**src/rtl/dmem_arbiter.sv**
```systemverilog
// dmem_arbiter: shares a single-port data SRAM between the EX-stage
// load/store unit (default priority) and a DMA/debug master. A saturating
// wait counter bounds how long the DMA can be starved, and read data is
// steered back to whichever master issued the load one cycle earlier.
module dmem_arbiter #(
  parameter int MAX_WAIT = 4
) (
  input  logic        clk,
  input  logic        rst_n,
  // CPU (EX stage) port
  input  logic        cpu_en,
  input  logic [7:0]  cpu_we,
  input  logic [63:0] cpu_addr,
  input  logic [63:0] cpu_wdata,
  output logic [63:0] cpu_rdata,
  output logic        stallreq_dmem,
  // DMA / debug port
  input  logic        dma_req,
  input  logic [7:0]  dma_we,
  input  logic [63:0] dma_addr,
  input  logic [63:0] dma_wdata,
  output logic        dma_gnt,
  output logic        dma_rvalid,
  output logic [63:0] dma_rdata,
  // SRAM port
  output logic        sram_en,
  output logic [7:0]  sram_we,
  output logic [63:0] sram_addr,
  output logic [63:0] sram_wdata,
  input  logic [63:0] sram_rdata
);

  localparam int CNT_W = $clog2(MAX_WAIT + 1);
  localparam logic [CNT_W-1:0] WAIT_SAT = CNT_W'(MAX_WAIT);

  logic [CNT_W-1:0] wait_cnt;
  logic [1:0]       rd_owner;   // bit0: CPU load in flight, bit1: DMA load in flight
  logic             dma_win;
  logic             cpu_win;

  // Grant decision: CPU wins unless the DMA has waited MAX_WAIT cycles;
  // everything is gated by rst_n so the SRAM stays quiet during reset.
  always_comb begin
    dma_win       = rst_n & dma_req & (~cpu_en | (wait_cnt == WAIT_SAT));
    cpu_win       = rst_n & cpu_en & ~dma_win;
    dma_gnt       = dma_win;
    stallreq_dmem = rst_n & cpu_en & dma_win;
  end

  // SRAM port mux: owner's fields when granted, all zero when idle.
  always_comb begin
    sram_en    = 1'b0;
    sram_we    = '0;
    sram_addr  = '0;
    sram_wdata = '0;
    if (dma_win) begin
      sram_en    = 1'b1;
      sram_we    = dma_we;
      sram_addr  = dma_addr;
      sram_wdata = dma_wdata;
    end else if (cpu_win) begin
      sram_en    = 1'b1;
      sram_we    = cpu_we;
      sram_addr  = cpu_addr;
      sram_wdata = cpu_wdata;
    end
  end

  // ---- issue -> return boundary: counter and read ownership ----

  // Starvation counter: counts denied DMA cycles, saturates, and clears on
  // grant or when the DMA withdraws, so the CPU wins right after a forced grant.
  always_ff @(posedge clk or negedge rst_n) begin
    if (!rst_n) begin
      wait_cnt <= '0;
    end else if (!dma_req || dma_win) begin
      wait_cnt <= '0;
    end else if (wait_cnt != WAIT_SAT) begin
      wait_cnt <= wait_cnt + 1'b1;
    end
  end

  // Remember who issued a load this cycle; stores never claim the return path.
  always_ff @(posedge clk or negedge rst_n) begin
    if (!rst_n) begin
      rd_owner <= 2'b00;
    end else begin
      rd_owner <= {dma_win & (dma_we == 8'h00), cpu_win & (cpu_we == 8'h00)};
    end
  end

  // Return steering: SRAM data goes only to the master that owns the read.
  always_comb begin
    cpu_rdata  = rd_owner[0] ? sram_rdata : 64'h0;
    dma_rvalid = rd_owner[1];
    dma_rdata  = rd_owner[1] ? sram_rdata : 64'h0;
  end

endmodule

```
**config.mk**
```make
export PLATFORM = sky130hd
export DESIGN_NAME = dmem_arbiter
export DESIGN_NICKNAME = d
export VERILOG_FILES = /design/src/rtl/dmem_arbiter.sv
export SDC_FILE = /design/constraint.sdc
export NUM_CORES = 1
export LEC_CHECK = 0
export CORE_AREA = 4 4 233 235
export CTS_CLUSTER_SIZE = 10
export DETAILED_ROUTE_END_ITERATION = 7
export DIE_AREA = 0 0 237 239
export PLACE_DENSITY = 0.44
export SYNTH_ARGS = -nofsm -noshare
export SYNTH_HDL_FRONTEND = slang
export SYNTH_SLANG_ARGS = --single-unit
```
**constraint.sdc**
```tcl
create_clock -name clk -period 1.7 [get_ports clk]
set_input_delay 0.34 -clock clk [delete_from_list [all_inputs] [get_ports clk]]
set_output_delay 0.34 -clock clk [all_outputs]
set_load 0.03 [all_outputs]
```
==> results.md <==
- Status: complete, but fails checks
- Failing checks: setup timing
- Synth area leader: a22o_1
- Worst-Skew Late Latency: roughly 230 ps
- Width of the die: 237 µm
- Synthesized area: 2540 µm²
- Slew @ Worst Pin: 320 ps
- Layout Skew: 0.150 ps
- Syn Area/Cell: 7.49 µm²
- Final worst setup slack: -494 ps
- Highest Clock Rate: about 460 MHz
- Overall die area: 56600 µm²
- Slowest cell on the critical path: dfrtp_1
- Flop2flop setup slack: around 210 ps
- Top Layer Used: met5
- Fin crit period: 2190 ps
- Max-cap violations: 0
- Top cell type's share of synthesized area: ~47%
- DRC errors left: 0
- Worst path arrival time: between 1500 and 2000 ps
- Clock-pin slew on the worst setup and hold paths: roughly 30 ps
- Violation count after the first detailed-route iteration: slightly below 100
- DP HPWL: between 30 and 40 mm
- Drt via density: between 3 and 4
- Req. time, crit path: about 1400 ps
- Crit path cell chain: inv_2 -> ha_4 -> a31oi_4 -> buf_12 -> buf_12 -> buf_12 -> buf_16 -> a22o_4 -> buf_6
- CP startpoint kind: flop
- Clock Tree Root: clkbuf_16
- Synth top area cells: a22o_1 47%, and2_1 32%, dfrtp_1 4.9%, buf_2 3.6%, buf_4 3.0%
- Core Area: approximately 52000 µm²
- FFs w/ async S/R, synth: 100%
- Worst slew margin: between 70% and 80%
- Commonest cells post-synth: 135 x a22o_1, 129 x and2_1, 18 x buf_2
- Wl on met1: 12.2 mm
- DR WL met3: 2.90 mm
- WL met2: 17.9 mm
- Clk sink count: 5
- Most common cell in the netlist: a22o_1
- Hold Fails Final Rpt: 0
- Pre-antenna DRT Iters: 4
- All-layer global routing usage: 10.8%
- Yosys warning total: 0
- Unrepaired setup endpoints after global routing: true
- Final Max Tran Viols: 0
- Fin crit share: 129%
- I/O Buffers: 607
- Initial antenna violation count: 6
- Deepest clock path buffer count: 2
- Non-Filler Instances: around 1.7k
- Most used cell, CP: buf_12
- Dpl ws: -683 ps
- Placed insts: approximately 1.6k
- GRT overflow: 0
- VDD IR max: 0.258 mV
- Post-synth EDFFs: 0
- PwrDens: ~300 nW/µm²
- Global-route wire length before repair: about 44 mm
- Syn Inst Count: 339
- GPL Wtd Cong: roughly 0.84
- Placement row count: 84
- Avg WL per Cell: 20.3 µm
- Critical path capture point type: output port
- Yosys reg bits: 5
- Ys flop type: dfrtp_1
- CTS tree: built
- Total CTS buffers: 3
- Post-synthesis net count: roughly 680
- Register area share after synthesis: 4.93%
- Via count: roughly 5.4k
- Die Ht: ~240 µm
- Ports: roughly 610
- Net count, final: 1316
- Share of layout cells above drive strength 1: 49.9%
- Leak pwr: approximately 5 nW
- Worst path max stage delay: around 380 ps
- Largest net degree at the start of global routing: between 60 and 70
- # setup viols final: about 140
- Final TNS setup: -60980 ps
- CP Class: reg2out
- CTS H-Tree Depth: 1
- Worst-path fanout max: 8
- Number of global-route vias before repair: 5902
- Netlist cell types: 21
- WL final: approximately 34 mm
- Worst Hold Class: in2async
- ANT nets after route: 0
- Area growth, synth to finish: 354%
- Initial Util: 4.86%
registers in the layout, indices dropped and copies added (netlist names):
signal / cells
wait_cnt: 3
rd_owner: 2
critical path: cells and delay by family (launching register included):
kind            cells  cell delay (ps)
fa+ha+maj           1              170
compound gates      2              310
flops               1              380
buf+inv             6              740
power breakdown:
part | internal [W] | switching [W] | leakage [nW] | total, W
Clock | 0.000308 | 0.0000874 | 0.0409 | 0.000396
Combinational | 0.00172 | 0.00119 | 4.95 | 0.00290
Sequential | 0.000127 | 0.00000663 | 0.0644 | 0.000134
per-layer routing:
layer / track usage (%) / vias to the layer above
li1: - / 2556
met1: 11.6 / 2454
met2: 20.6 / 391
met3: 3.21 / 27
met4: 2.64 / 4
met5: 0 / -
area by class of cell:
| cell class | count | area, µm² |
|---|---|---|
| fillers | 5676 | 40700 |
| multi-input cells | 288 | 2990 |
| inverters | 2 | 7.51 |
| well taps | 688 | 861 |
| repair buffers | 674 | 7450 |
| clock inverters | 1 | 5.00 |
| flip-flops and latches | 5 | 128 |
| diodes | 1 | 2.50 |
| clock buffers | 3 | 75.1 |
repair_timing:
action                     4_1_cts  5_1_grt
pin swaps                        9        5
hold endpoints to repair         0        0
hold buffers                     0        0
resized for setup              121       32
gates cloned                     5        2
buffers inserted                11        1
setup endpoints to repair      143      144
per-stage QoR:
step | cell area [µm²] | hold WS (ps) | util (%) | power (W)
6_report | 11500 | 222 | 22.1 | 0.00343
5_1_grt | 11500 | 246 | 22.1 | 0.00357
4_1_cts | 11300 | 226 | 21.7 | 0.00343
3_5_place_dp | 10500 | 663 | 20.1 | 0.00278
3_3_place_gp | 10500 | 656 | 20.1 | 0.00277
2_1_floorplan | 3100 | 44.4 | - | 0.00107
final timing paths:
path / start / end / cells after the start
max: wait_cnt[1] / sram_wdata[17] / 9
min: rst_n / wait_cnt[2] / 2
max reg2reg: wait_cnt[1] / rd_owner[1] / 7
min reg2reg: wait_cnt[0] / wait_cnt[0] / 3
max in group asynchronous: rst_n / rd_owner[0] / 2
min in group clk: wait_cnt[0] / wait_cnt[0] / 3
logic make-up after synthesis:
group / synth area share, %
XOR/XNOR: 0.345
flip-flops: 4.93
adder cells (fa/ha/maj): 0.986
AND/OR/NAND/NOR: 35.4
AO/OA/AOI/OAI: 47.8
buffers and inverters: 9.76
multiplexers: 0.838
layout by cell type (no fill, tap or decap), drive strengths merged, types with 3 or more instances in the layout:
cell type      synthesis  routed
a22o                 135     135
and2                 129     129
and3                   3       3
buf                   30     333
clkbuf                14       5
clkdlybuf4s50          0     336
dfrtp                  5       5
nand2                  4       4
nor4                   4       4
Note: power is estimated with default switching activity, not from simulation.
